**config.mk**
```make
export PLATFORM = sky130hd
export DESIGN_NAME = mem_access_unit
export DESIGN_NICKNAME = d
export VERILOG_FILES = /design/src/rtl/mem_pkg.sv /design/src/rtl/mem_load_align.sv /design/src/rtl/mem_access_unit.sv
export SDC_FILE = /design/constraint.sdc
export NUM_CORES = 1
export LEC_CHECK = 0
export ABC_AREA = 0
export CORE_MARGIN = 3
export CORE_UTILIZATION = 55
export CTS_BUF_LIST = sky130_fd_sc_hd__clkbuf_4
export DETAILED_ROUTE_END_ITERATION = 6
export DONT_BUFFER_PORTS = 1
export GPL_ROUTABILITY_DRIVEN = 0
export HOLD_SLACK_MARGIN = 0.08
export PLACE_DENSITY = 0.76
export SLEW_MARGIN = 20
export SYNTH_ARGS = -nofsm -noshare
export SYNTH_HDL_FRONTEND = slang
export SYNTH_SLANG_ARGS = --single-unit
```
**constraint.sdc**
```tcl
create_clock -name clk -period 10.75 [get_ports clk]
set_clock_uncertainty 0.05 [all_clocks]
set_input_delay 1.075 -clock clk [delete_from_list [all_inputs] [get_ports clk]]
set_output_delay 1.075 -clock clk [all_outputs]
set_load 0.005 [all_outputs]
```
**src/rtl/mem_pkg.sv**
```systemverilog
// Shared definitions for the MEM-stage access unit: decoder size codes, FSM
// states and byte-lane helpers.
package mem_pkg;

    typedef logic [1:0] mem_size_t;

    localparam mem_size_t MEM_NONE = 2'b00;
    localparam mem_size_t MEM_BYTE = 2'b01;
    localparam mem_size_t MEM_HALF = 2'b10;
    localparam mem_size_t MEM_WORD = 2'b11;

    typedef enum logic [1:0] {
        IDLE = 2'b00,
        BUS  = 2'b01,
        DONE = 2'b10
    } state_t;

    // Lane mask for an access whose low address bits are already aligned.
    function automatic logic [3:0] byte_enables(input mem_size_t size, input logic [1:0] lo);
        logic [3:0] be;
        case (size)
            MEM_BYTE: be = 4'b0001 << lo;
            MEM_HALF: be = 4'b0011 << {lo[1], 1'b0};
            MEM_WORD: be = 4'b1111;
            default:  be = 4'b0000;
        endcase
        return be;
    endfunction

    function automatic logic [31:0] replicate_wdata(input mem_size_t size, input logic [31:0] data);
        logic [31:0] rep;
        case (size)
            MEM_BYTE: rep = {4{data[7:0]}};
            MEM_HALF: rep = {2{data[15:0]}};
            default:  rep = data;
        endcase
        return rep;
    endfunction

endpackage

```
**src/rtl/mem_load_align.sv**
```systemverilog
// Selects the addressed byte/half lane of a bus word and sign-extends it.
module mem_load_align
    import mem_pkg::*;
(
    input  logic [31:0] word,
    input  logic [1:0]  addr_lo,
    input  mem_size_t   size,
    output logic [31:0] value
);

    logic [7:0] lane [4];

    generate
        for (genvar gi = 0; gi < 4; gi++) begin : g_lane
            assign lane[gi] = word[8*gi +: 8];
        end
    endgenerate

    logic [7:0]  sel_byte;
    logic [15:0] sel_half;

    always_comb begin
        sel_byte = lane[addr_lo];
        sel_half = addr_lo[1] ? {lane[3], lane[2]} : {lane[1], lane[0]};
        case (size)
            MEM_BYTE: value = {{24{sel_byte[7]}}, sel_byte};
            MEM_HALF: value = {{16{sel_half[15]}}, sel_half};
            default:  value = word;
        endcase
    end

endmodule

```
**src/rtl/mem_access_unit.sv**
```systemverilog
// MEM-stage data-memory access unit: word bus with byte enables, stall and timeout.
// Optional MEM_ALIGN_CHECK_EN rejects misaligned half/word accesses instead of aligning them.
module mem_access_unit
    import mem_pkg::*;
#(
    parameter int TIMEOUT_CYCLES = 255
) (
    input  logic        clk,
    input  logic        rst,
    input  logic [1:0]  mem_read,
    input  logic [1:0]  mem_write,
    input  logic [31:0] addr,
    input  logic [31:0] wdata,
    output logic [31:0] rdata,
    output logic        done,
    output logic        err,
    output logic        stall,
    output logic        bus_req,
    output logic        bus_we,
    output logic [29:0] bus_addr,
    output logic [3:0]  bus_be,
    output logic [31:0] bus_wdata,
    input  logic [31:0] bus_rdata,
    input  logic        bus_ack
);

    localparam logic [7:0] LAST_COUNT = 8'(TIMEOUT_CYCLES - 1);

    state_t     state_reg;
    mem_size_t  size_reg;
    logic [1:0] addr_lo_reg;
    logic       write_reg;
    logic [7:0] count_reg;

    logic       request;
    logic       is_write;
    mem_size_t  req_size;
    logic [1:0] eff_lo;
    logic       misaligned;
    logic [31:0] load_value;

    always_comb begin
        request  = (mem_read != MEM_NONE) || (mem_write != MEM_NONE);
        is_write = (mem_write != MEM_NONE);
        req_size = is_write ? mem_write : mem_read;
        case (req_size)
            MEM_HALF: eff_lo = {addr[1], 1'b0};
            MEM_WORD: eff_lo = 2'b00;
            default:  eff_lo = addr[1:0];
        endcase
`ifdef MEM_ALIGN_CHECK_EN
        misaligned = ((req_size == MEM_HALF) && addr[0]) ||
                     ((req_size == MEM_WORD) && (addr[1:0] != 2'b00));
`else
        misaligned = 1'b0;
`endif
    end

    // Reset masks stall so the pipeline is released the moment reset hits.
    assign stall = ~rst & (((state_reg == IDLE) && request) || (state_reg == BUS));

    mem_load_align u_align (
        .word    (bus_rdata),
        .addr_lo (addr_lo_reg),
        .size    (size_reg),
        .value   (load_value)
    );

    always_ff @(posedge clk or posedge rst) begin
        if (rst) begin
            state_reg   <= IDLE;
            size_reg    <= MEM_NONE;
            addr_lo_reg <= 2'b00;
            write_reg   <= 1'b0;
            count_reg   <= 8'd0;
            rdata       <= 32'd0;
            done        <= 1'b0;
            err         <= 1'b0;
            bus_req     <= 1'b0;
            bus_we      <= 1'b0;
            bus_addr    <= 30'd0;
            bus_be      <= 4'd0;
            bus_wdata   <= 32'd0;
        end else begin
            case (state_reg)
                IDLE: begin
                    done <= 1'b0;
                    err  <= 1'b0;
                    if (request) begin
                        size_reg    <= req_size;
                        addr_lo_reg <= eff_lo;
                        write_reg   <= is_write;
                        count_reg   <= 8'd0;
                        if (misaligned) begin
                            state_reg <= DONE;
                            done      <= 1'b1;
                            err       <= 1'b1;
                            rdata     <= 32'd0;
                        end else begin
                            state_reg <= BUS;
                            bus_req   <= 1'b1;
                            bus_we    <= is_write;
                            bus_addr  <= addr[31:2];
                            bus_be    <= byte_enables(req_size, eff_lo);
                            bus_wdata <= replicate_wdata(req_size, wdata);
                        end
                    end
                end
                BUS: begin
                    // Ack wins over an expiry on the same edge.
                    if (bus_ack) begin
                        state_reg <= DONE;
                        bus_req   <= 1'b0;
                        done      <= 1'b1;
                        err       <= 1'b0;
                        rdata     <= write_reg ? 32'd0 : load_value;
                    end else if (count_reg == LAST_COUNT) begin
                        state_reg <= DONE;
                        bus_req   <= 1'b0;
                        done      <= 1'b1;
                        err       <= 1'b1;
                        rdata     <= 32'd0;
                    end else begin
                        count_reg <= count_reg + 8'd1;
                    end
                end
                DONE: begin
                    state_reg <= IDLE;
                    done      <= 1'b0;
                    err       <= 1'b0;
                end
                default: state_reg <= IDLE;
            endcase
        end
    end

endmodule

```
==> results of run 1 <==
layer usage:
metal	GRT usage, %	wire length, um	up-vias
li1	-	-	1887
met1	29.3	5220	1933
met2	42.0	6700	188
met3	10.7	1420	16
met4	7.12	167	0
met5	0	0	-
worst register-to-register path: cells and delay by family (launching register included):
family	cells	cell delay (ns)
AND/OR/NAND/NOR	1	0.12
multiplexers	1	0.39
flip-flops	1	0.86
AO/OA/AOI/OAI	2	0.73
cell usage in the layout (no fill, tap or decap), types with 2 or more instances in the layout:
cell type  count
nor2b_1       18
ha_1           8
a211oi_1       2
inv_1         19
and3_1         2
clkbuf_4      18
clkinv_4       4
bufinv_16      4
o211ai_1       3
dfrtp_1      116
a22o_1         8
nand4_1        2
a32oi_1        7
clkinv_2       4
o221ai_1       7
nand2_1      159
nand3_1        6
a21oi_1       28
mux2_4         2
nor2_1        41
o2bb2ai_1     17
mux2_2         7
a221oi_1       8
a32o_1         8
o21ai_0        8
nand2b_1      18
a21o_1         2
o31ai_1        6
clkinv_1       3
buf_4          3
layout make-up:
cell class	instances	share of cell area [%]
clock inverter	14	3.25
clock buffer	18	2.36
multi-input combinational	389	38.9
sequential	116	50.6
timing repair buffer	4	0.589
inverter	22	1.48
tap	129	2.81
how the worst max path moves through the flow:
| stage | slack (ns) | endpoint | startpoint | depth (start not counted) |
|---|---|---|---|---|
| after global placement | 7.43 | bus_wdata[23]$_DFFE_PP0P_ | mem_write[1] | 7 |
| final | 7.73 | bus_wdata[22]$_DFFE_PP0P_ | mem_write[1] | 7 |
| after detailed placement | 7.24 | bus_wdata[21]$_DFFE_PP0P_ | mem_write[1] | 7 |
| after CTS | 7.76 | stall | mem_write[1] | 2 |
| after floorplan | 6.55 | addr_lo_reg[0]$_DFFE_PP0P_ | rst | 1 |
| after global routing | 7.56 | bus_wdata[19]$_DFFE_PP0P_ | mem_write[1] | 7 |
power by group through the flow:
stage          combinational (mW)  sequential (mW)  clock [mW]
2_1_floorplan               0.499            0.771           0
3_3_place_gp                0.551            0.839           0
3_5_place_dp                0.580            0.843           0
4_1_cts                     0.580            0.837       0.362
5_1_grt                     0.662            0.860       0.387
6_report                    0.577            0.835       0.354
through the flow:
stage | util (%) | std cells | total power [mW]
after floorplan | - | 560 | 1.27
after global placement | 57.9 | 660 | 1.39
after detailed placement | 57.9 | 660 | 1.42
after CTS | 61.4 | 692 | 1.78
after global routing | 61.5 | 692 | 1.91
final | 61.5 | 692 | 1.77
cells by family after synthesis:
logic type / count (synthesis) / share of synthesized area, %
simple gates: 256 / 20.7
flops: 116 / 54.2
compound gates: 113 / 16.1
buf+inv: 55 / 4.49
mux: 10 / 2.22
fa+ha+maj: 8 / 1.87
xor+xnor: 2 / 0.327
Yosys cell counts, drive strengths merged, types with 3 or more instances:
cell type	count
mux2	9
a22o	8
o2bb2ai	17
dfrtp	116
nand3	6
a21oi	28
a32o	8
o211ai	3
a221oi	9
o221ai	7
o21ai	10
inv	20
nor2	41
clkbuf	18
o31ai	6
nor2b	18
nand2	159
a32oi	7
ha	8
buf	15
nand2b	18
==> run metrics, run 1 <==
crit-path cells=inv_1, a21oi_1, ha_1, clkinv_1, nor2_1, a221oi_1, nor2_1; HP Class=primary input to async pin; root buffer cell=clkbuf_4; Ant. Diodes=0; vias in the first global route=4230; worst skew pair latency=0.49 ns; final period utilization=28.1%; Die Span X=105 um; Starting DRT DRC Count=205; final hold vios=0; initial antenna violation count=0; biggest regs=bus_wdata: 32 flops, rdata: 32 flops, bus_addr: 30 flops; Core Region=9330 um^2; die area=10900 um^2; Net Count, Synth=671; Starting Density=57.4%; pre-CTS WS=7.24 ns; total CTS buffers=17; Crit. End Element=flip-flop; share of power burned in registers=47.3%; post-route setup slack=7.73 ns; sw power=0.709 mW; Worst R2R Start=addr_lo_reg[1]$_DFFE_PP0P_; unrepaired setup endpoints after global routing=no; Post-Syn Instances=560; via count=4024; leakage=2.69 nW; Fmax=332 MHz; H-tree levels=4; fin area=5740 um^2; fin nets=661; pin count of the biggest net entering global routing=86; Avg Synthesized Cell Area=9.56 um^2; PD cells=308 nW/um^2; fraction of layout cells with a size suffix above 1=9.59%; gr usage total=25.0%; flop2flop setup slack=8.49 ns; Switching Share=40.1%; Slew HR=40.8%; Slowest-stage cell, CP=nor2_1; max-cap violation count=0; Final ANT Viol Nets=0; Register Area=2900 um^2; status=completed; Pre-antenna DRT Iters=4; first-pass GRT wire length=22.0 mm; synth unique cells=50; DRC=0; Clk pwr share=20.0%; CTS max path bufs=2; PortBufs=0; clock sink count=116; Worst EP required=11.11 ns; placed inst area=5400 um^2; Crit path largest cell delay=0.58 ns; setup TNS=0 ns; DP Wirelength=9.44 mm; critical path class=primary input to flip-flop; Pins Over Slew Limit=0; total grt overflow=0; actual slew at the worst max-slew pin=0.888 ns; leading area contributor after synthesis=dfrtp_1; Async SR Flop Fraction=100%; combinational power share=32.7%; P&R area growth vs syn=7.18%; post-CTS resize count=0; Buf+Inv Stages, Crit Path=2; num rows=35; Detailed Route WL=13.5 mm; clock slew at reported path FFs=0.11 ns; Worst setup SP type=primary input; multi-input logic area=2230 um^2; number of flops mapped to enable cells by yosys=0; CTS tree=done; Area contributors post-synth=dfrtp_1 54%, nand2_1 11%, nor2_1 2.9%; worst-case reg-to-reg path depth=4; Critical Path AT=3.38 ns; CP Max Fanout=17; VDD IR max=0.000127 V; Layout fillers=796; Setup-failing EPs final=0; Seq/Total Area, Yosys=54.2%; post-route minimum period=3.02 ns; Syn Std Cell Area=5350 um^2; hold slack=0.403 ns; Ports=206; Synth Register Bits=116; reg2reg end=rdata[12]$_DFFE_PP0P_; postcts setup bufs=0; top-area cell type share of the netlist area=54.2%; Hold Buf Count CTS=0; routed length per instance=19.5 um; YS warnings=0; cell family with most CP delay=simple AND/OR/NAND/NOR gates; Top FF cell, synth=dfrtp_1; Vias/cell=5.82; Die H=105 um; Internal Power=1.06 mW; CP most frequent cell=nor2_1
Power figures use the tool's default switching activity.
==> run 2, diff against run 1 <==
==> constraint.sdc (replaced) <==
create_clock -name clk -period 2.89 [get_ports clk]
set_clock_uncertainty 0.05 [all_clocks]
set_input_delay 0.289 -clock clk [delete_from_list [all_inputs] [get_ports clk]]
set_output_delay 0.289 -clock clk [all_outputs]
set_load 0.005 [all_outputs]
==> run 2 against run 1 <==
Critical path depth fell by 3. Clock-buffer cell count fell by 1. Die area did not move. Core utilization rose by 14 points. Setup slack got worse by 7.5 ns. Global-route usage rose by 5.5 points.
==> run metrics, run 2 (synthesis results as in run 1) <==
CP most frequent cell=a21oi_1; Detailed Route WL=16.5 mm (+22%); first-pass GRT wire length=26.7 mm (+21%); VDD IR max=0.000539 V (+330%); unrepaired setup endpoints after global routing=no; die area=10900 um^2 (unchanged); critical path class=flip-flop to flip-flop; actual slew at the worst max-slew pin=0.788 ns (-0.100 ns); Worst EP required=3.22 ns (-7.89 ns); status=completed; Slew HR=47.5% (+6.7 points); root buffer cell=clkbuf_4; DRC=0 (unchanged); Pre-antenna DRT Iters=5 (+1); Setup-failing EPs final=0 (unchanged); fin nets=786 (+19%); CP Max Fanout=44 (+27); routed length per instance=20.2 um (+3.5%); Critical Path AT=2.97 ns (-0.41 ns); Die H=105 um (unchanged); final period utilization=91.2%; pin count of the biggest net entering global routing=117 (+36%); Final ANT Viol Nets=0 (unchanged); post-route setup slack=0.255 ns (-7.48 ns); Post-Layout Cell Count=817 (+18%); leakage=3.24 nW (+20%); via count=4872 (+21%); placed insts=666 (+0.91%); total power=7.14 mW (+300%); Worst setup SP type=flip-flop; fraction of layout cells with a size suffix above 1=9.16% (-0.43 points); Pins Over Slew Limit=0 (unchanged); DP Wirelength=9.49 mm (+0.50%); final hold vios=0 (unchanged); total CTS buffers=17 (unchanged); num rows=35 (unchanged); CTS tree=done; Fmax=380 MHz; Slowest-stage cell, CP=or3_2; most frequent cells in the layout=159 x nand2_1, 119 x dlygate4sd3_1, 116 x dfrtp_1; fin area=7000 um^2 (+22%); post-route minimum period=2.64 ns; Final Util=75.0% (+14 points); clock slew at reported path FFs=0.13 ns (+0.02 ns); total grt overflow=0 (unchanged); vias in the first global route=5190 (+23%); setup TNS=0 ns (unchanged); hold slack=0.146 ns (-0.257 ns); HP Class=primary input to flip-flop; Core Region=9330 um^2 (unchanged); P&R area growth vs syn=30.8%; initial antenna violation count=0 (unchanged); placed inst area=5470 um^2 (+1.3%); max-cap violation count=0 (unchanged); Ports=206 (unchanged); CTS max path bufs=2 (unchanged); Crit path largest cell delay=0.86 ns (+0.28 ns); Starting DRT DRC Count=461 (+120%); PD cells=1020 nW/um^2 (+230%); biggest regs=bus_wdata: 32 flops, rdata: 32 flops, bus_addr: 30 flops; Vias/cell=5.96 (+2.5%); worst skew pair latency=0.50 ns (about the same); clock sink count=116 (unchanged); Ant. Diodes=0 (unchanged); Buf+Inv Stages, Crit Path=1 (-1); commonest non-fill, non-tap cell in the layout=nand2_1; Crit. End Element=flip-flop; crit-path cells=or3_2, a21oi_1, a21oi_1, dlygate4sd3_1; H-tree levels=4 (unchanged); gr usage total=30.5% (+5.5 points); PortBufs=0 (unchanged); pre-CTS WS=0.441 ns (-6.80 ns); Starting Density=57.4% (unchanged); cell family with most CP delay=simple AND/OR/NAND/NOR gates; Die Span X=105 um (unchanged)
==> run 2: area by class of cell <==
| type | instances | area (um^2) |
|---|---|---|
| Sequential cell | 116 | 2900 |
| Inverter | 22 | 90.1 |
| Multi-Input combinational cell | 389 | 2230 |
| Clock buffer | 17 | 128 |
| Timing Repair Buffer | 129 | 1290 |
| Clock inverter | 15 | 193 |
| Tap cell | 129 | 161 |
| Fill cell | 623 | 2330 |
==> run 2: what timing repair did <==
| item | in CTS | in global routing |
|---|---|---|
| hold endpoints to repair | 224 | 0 |
| hold buffers | 119 | 0 |
| setup endpoints to repair | 0 | 5 |
| buffers inserted | 0 | 0 |
| gates resized for setup | 0 | 3 |
==> run 2: routing by layer <==
metal | global-route usage [%] | wire (um) | vias up
met3 | 10.8 | 1690 | 45
met1 | 35.4 | 6000 | 2373
met2 | 51.8 | 8340 | 317
li1 | - | - | 2137
met4 | 11.7 | 474 | 0
met5 | 0 | 0 | -
==> run 2: where the power goes <==
group	internal [mW]	switching [mW]
sequential	2.38	0.731
clock	0.625	0.699
combinational	1.16	1.54
==> run 2: worst register-to-register path: stages (launching register included) <==
cell           delay [ns]
dfrtp_1              0.53
or3_2                0.86
a21oi_1              0.39
a21oi_1              0.10
dlygate4sd3_1        0.59
==> run 2: final timing paths <==
kind	from	to	slack (ns)	cells past startpoint
min reg2reg	addr_lo_reg[0]$_DFFE_PP0P_	addr_lo_reg[0]$_DFFE_PP0P_	0.46	2
max reg2reg	state_reg[1]$_DFFE_PP0P_	bus_wdata[29]$_DFFE_PP0P_	0.25	4
min in group asynchronous	rst	rdata[18]$_DFFE_PP0P_	0.39	3
max	state_reg[1]$_DFFE_PP0P_	bus_wdata[29]$_DFFE_PP0P_	0.25	4
max in group asynchronous	rst	rdata[11]$_DFFE_PP0P_	1.95	3
min	addr[0]	bus_be[2]$_DFFE_PP0P_	0.15	3
==> run 3, diff against run 2 <==
--- a/config.mk
+++ b/config.mk
@@ -6,6 +6,7 @@
 export NUM_CORES = 1
 export LEC_CHECK = 0
 export ABC_AREA = 0
+export CORE_ASPECT_RATIO = 0.75
 export CORE_MARGIN = 3
 export CORE_UTILIZATION = 55
 export CTS_BUF_LIST = sky130_fd_sc_hd__clkbuf_4
==> run 3 against run 2 <==
Core utilization decreased by 0.54 points. Global-route usage decreased by 0.22 points. Clock power decreased by 7%. Power decreased by 2.1%. Sequential share of layout area increased by 0.56 points. Largest power group unchanged. Flip-flop and latch count unchanged. Register-to-register slack improved by 0.09 ns. Non-clock buffer count decreased by 4.
==> run metrics, run 3 (synthesis results as in run 1) <==
status=completed; total power=6.99 mW (-2.1%); Worst EP required=3.24 ns (+0.02 ns); flop2flop setup slack=0.34 ns (+0.09 ns); HP Class=primary input to flip-flop; crit-path cells=dlygate4sd3_1, inv_1, a21oi_1, inv_1, ha_1, a22o_1, a21oi_1, a21oi_1, dlygate4sd3_1; Critical Path AT=2.95 ns (-0.02 ns); Setup-failing EPs final=0 (unchanged); CTS max path bufs=2 (unchanged); Fmax=385 MHz (+1.3%); clock slew at reported path FFs=0.11 ns (-0.02 ns); Clk pwr share=17.6% (-1.0 points); pre-CTS WS=0.700 ns (+0.259 ns); Switching Share=41.0% (-0.61 points); worst-case reg-to-reg path depth=7 (+3); Final ANT Viol Nets=0 (unchanged); Worst R2R Start=size_reg[0]$_DFFE_PP0P_; Internal Power=4.12 mW (-1.0%); unrepaired setup endpoints after global routing=no; placed insts=666 (unchanged); placed inst area=5470 um^2 (about the same); CP most frequent cell=a21oi_1; PD cells=1010 nW/um^2 (-0.75%); most frequent cells in the layout=159 x nand2_1, 116 x dfrtp_1, 114 x dlygate4sd3_1; vias in the first global route=5079 (-2.1%); Ports=206 (unchanged); sw power=2.87 mW (-3.5%); fin area=6910 um^2 (-1.3%); Crit path largest cell delay=0.59 ns (-0.27 ns); Core Region=9270 um^2 (-0.60%); H-tree levels=4 (unchanged); DRC=0 (unchanged); PortBufs=0 (unchanged); total grt overflow=0 (unchanged); root buffer cell=clkbuf_4; Pins Over Slew Limit=0 (unchanged); VDD IR max=0.000556 V (+3.1%); commonest non-fill, non-tap cell in the layout=nand2_1; Worst setup SP type=primary input; P&R area growth vs syn=29.0%; CTS tree=done; pin count of the biggest net entering global routing=65 (-44%); critical path class=primary input to flip-flop; WHS Endpoint=rdata[7]$_DFFE_PP0P_; max layer used=met4; first-pass GRT wire length=26.0 mm (-2.6%); biggest regs=bus_wdata: 32 flops, rdata: 32 flops, bus_addr: 30 flops; die area=11000 um^2 (+0.11%); DP Wirelength=9.99 mm (+5.2%); max-cap violation count=0 (unchanged); CP Max Fanout=11 (-75%); setup TNS=0 ns (unchanged); Slowest-stage cell, CP=dlygate4sd3_1; hold path cells=4 (+1); actual slew at the worst max-slew pin=0.812 ns (+0.0243 ns); fin nets=782 (-0.51%); worst skew pair latency=0.52 ns (+0.02 ns); Pre-antenna DRT Iters=5 (unchanged); post-route minimum period=2.60 ns (-0.0346 ns); clock sink count=116 (unchanged); reg2reg end=rdata[3]$_DFFE_PP0P_; Post-Layout Cell Count=812 (-0.61%); Layout fillers=599 (-3.9%); Starting Density=57.7% (+0.35 points); post-route setup slack=0.290 ns (+0.0346 ns); combinational power share=37.7% (about the same); via count=4914 (+0.86%); share of power burned in registers=44.8% (+1.1 points); DR WL met2=7.83 mm (-6.1%); Ant. Diodes=0 (unchanged); total CTS buffers=17 (unchanged); worst hold start=bus_rdata[23]; final period utilization=90.0% (-1.2 points); Final Util=74.5% (-0.54 points); hold slack=0.160 ns (+0.0141 ns); Die H=91.4 um (-13%); Crit. End Element=flip-flop; Slew HR=45.8% (-1.6 points); Detailed Route WL=16.4 mm (-0.47%); gr usage total=30.2% (-0.22 points); met3 wire len=1.73 mm (+2.6%); routed length per instance=20.2 um (+0.15%); leakage=3.19 nW (-1.3%); Vias/cell=6.05 (+1.5%); Starting DRT DRC Count=500 (+8.5%); Die Span X=120 um (+15%); final hold vios=0 (unchanged); fraction of layout cells with a size suffix above 1=8.77% (-0.39 points); Post-Route M1 WL=6.13 mm (+2.1%); initial antenna violation count=0 (unchanged); num rows=30 (-14%)
==> run 3: changes by cell type in the layout (fill, tap and decap cells not counted), sizes merged <==
cell,change
inv,-7
clkinv,+5
dlygate4sd3,-5
clkbuf,+3
buf,+1
clkinvlp,-1
==> run 3: how the worst max path moves through the flow <==
stage                                  start                         end  slack, ns  cells after the start
finish                          mem_write[1]   bus_wdata[24]$_DFFE_PP0P_       0.29                      9
global route                    mem_write[0]   bus_wdata[24]$_DFFE_PP0P_       0.18                      9
CTS                  size_reg[0]$_DFFE_PP0P_        rdata[4]$_DFFE_PP0P_       0.23                      7
detailed placement              mem_write[1]   bus_wdata[18]$_DFFE_PP0P_       0.70                      7
global placement    state_reg[1]$_DFFE_PP0P_       write_reg$_DFFE_PP0P_       0.79                      4
floorplan                                rst  addr_lo_reg[0]$_DFFE_PP0P_       1.14                      1
==> run 3: power groups by stage <==
stage	clock [mW]	sequential, mW	combinational [mW]
6_report	1.23	3.13	2.63
2_1_floorplan	0	2.87	1.86
4_1_cts	1.24	3.11	2.51
3_5_place_dp	0	3.12	2.26
3_3_place_gp	0	3.11	2.12
5_1_grt	1.32	3.20	2.91
==> run 3: repair_timing <==
action,CTS,global route
setup endpoints to repair,0,1
endpoints found under the hold margin,223,0
hold buffers,114,0
buffers inserted,0,0
resized for setup,0,1
==> run 3: final cells by class <==
type	count	area, um^2	area share (%)
Clock buffer	20	150	2.17
Clock inverter	12	138	1.99
Inverter	22	86.3	1.25
Multi-Input combinational cell	389	2220	32.2
Sequential cell	116	2900	42.0
Tap cell	128	160	2.32
Timing Repair Buffer	125	1240	18.0
==> run 3: critical path, delay by kind of cell <==
family | cells | cell delay [ns]
AOI/OAI and AO/OA | 4 | 0.96
adders and majority gates | 1 | 0.38
buffers and inverters | 4 | 1.32
==> run 3: routing by layer <==
layer	vias to the layer above	track usage (%)
li1	2135	-
met1	2375	36.7
met2	326	48.0
met3	78	9.96
met4	0	16.1
met5	-	0
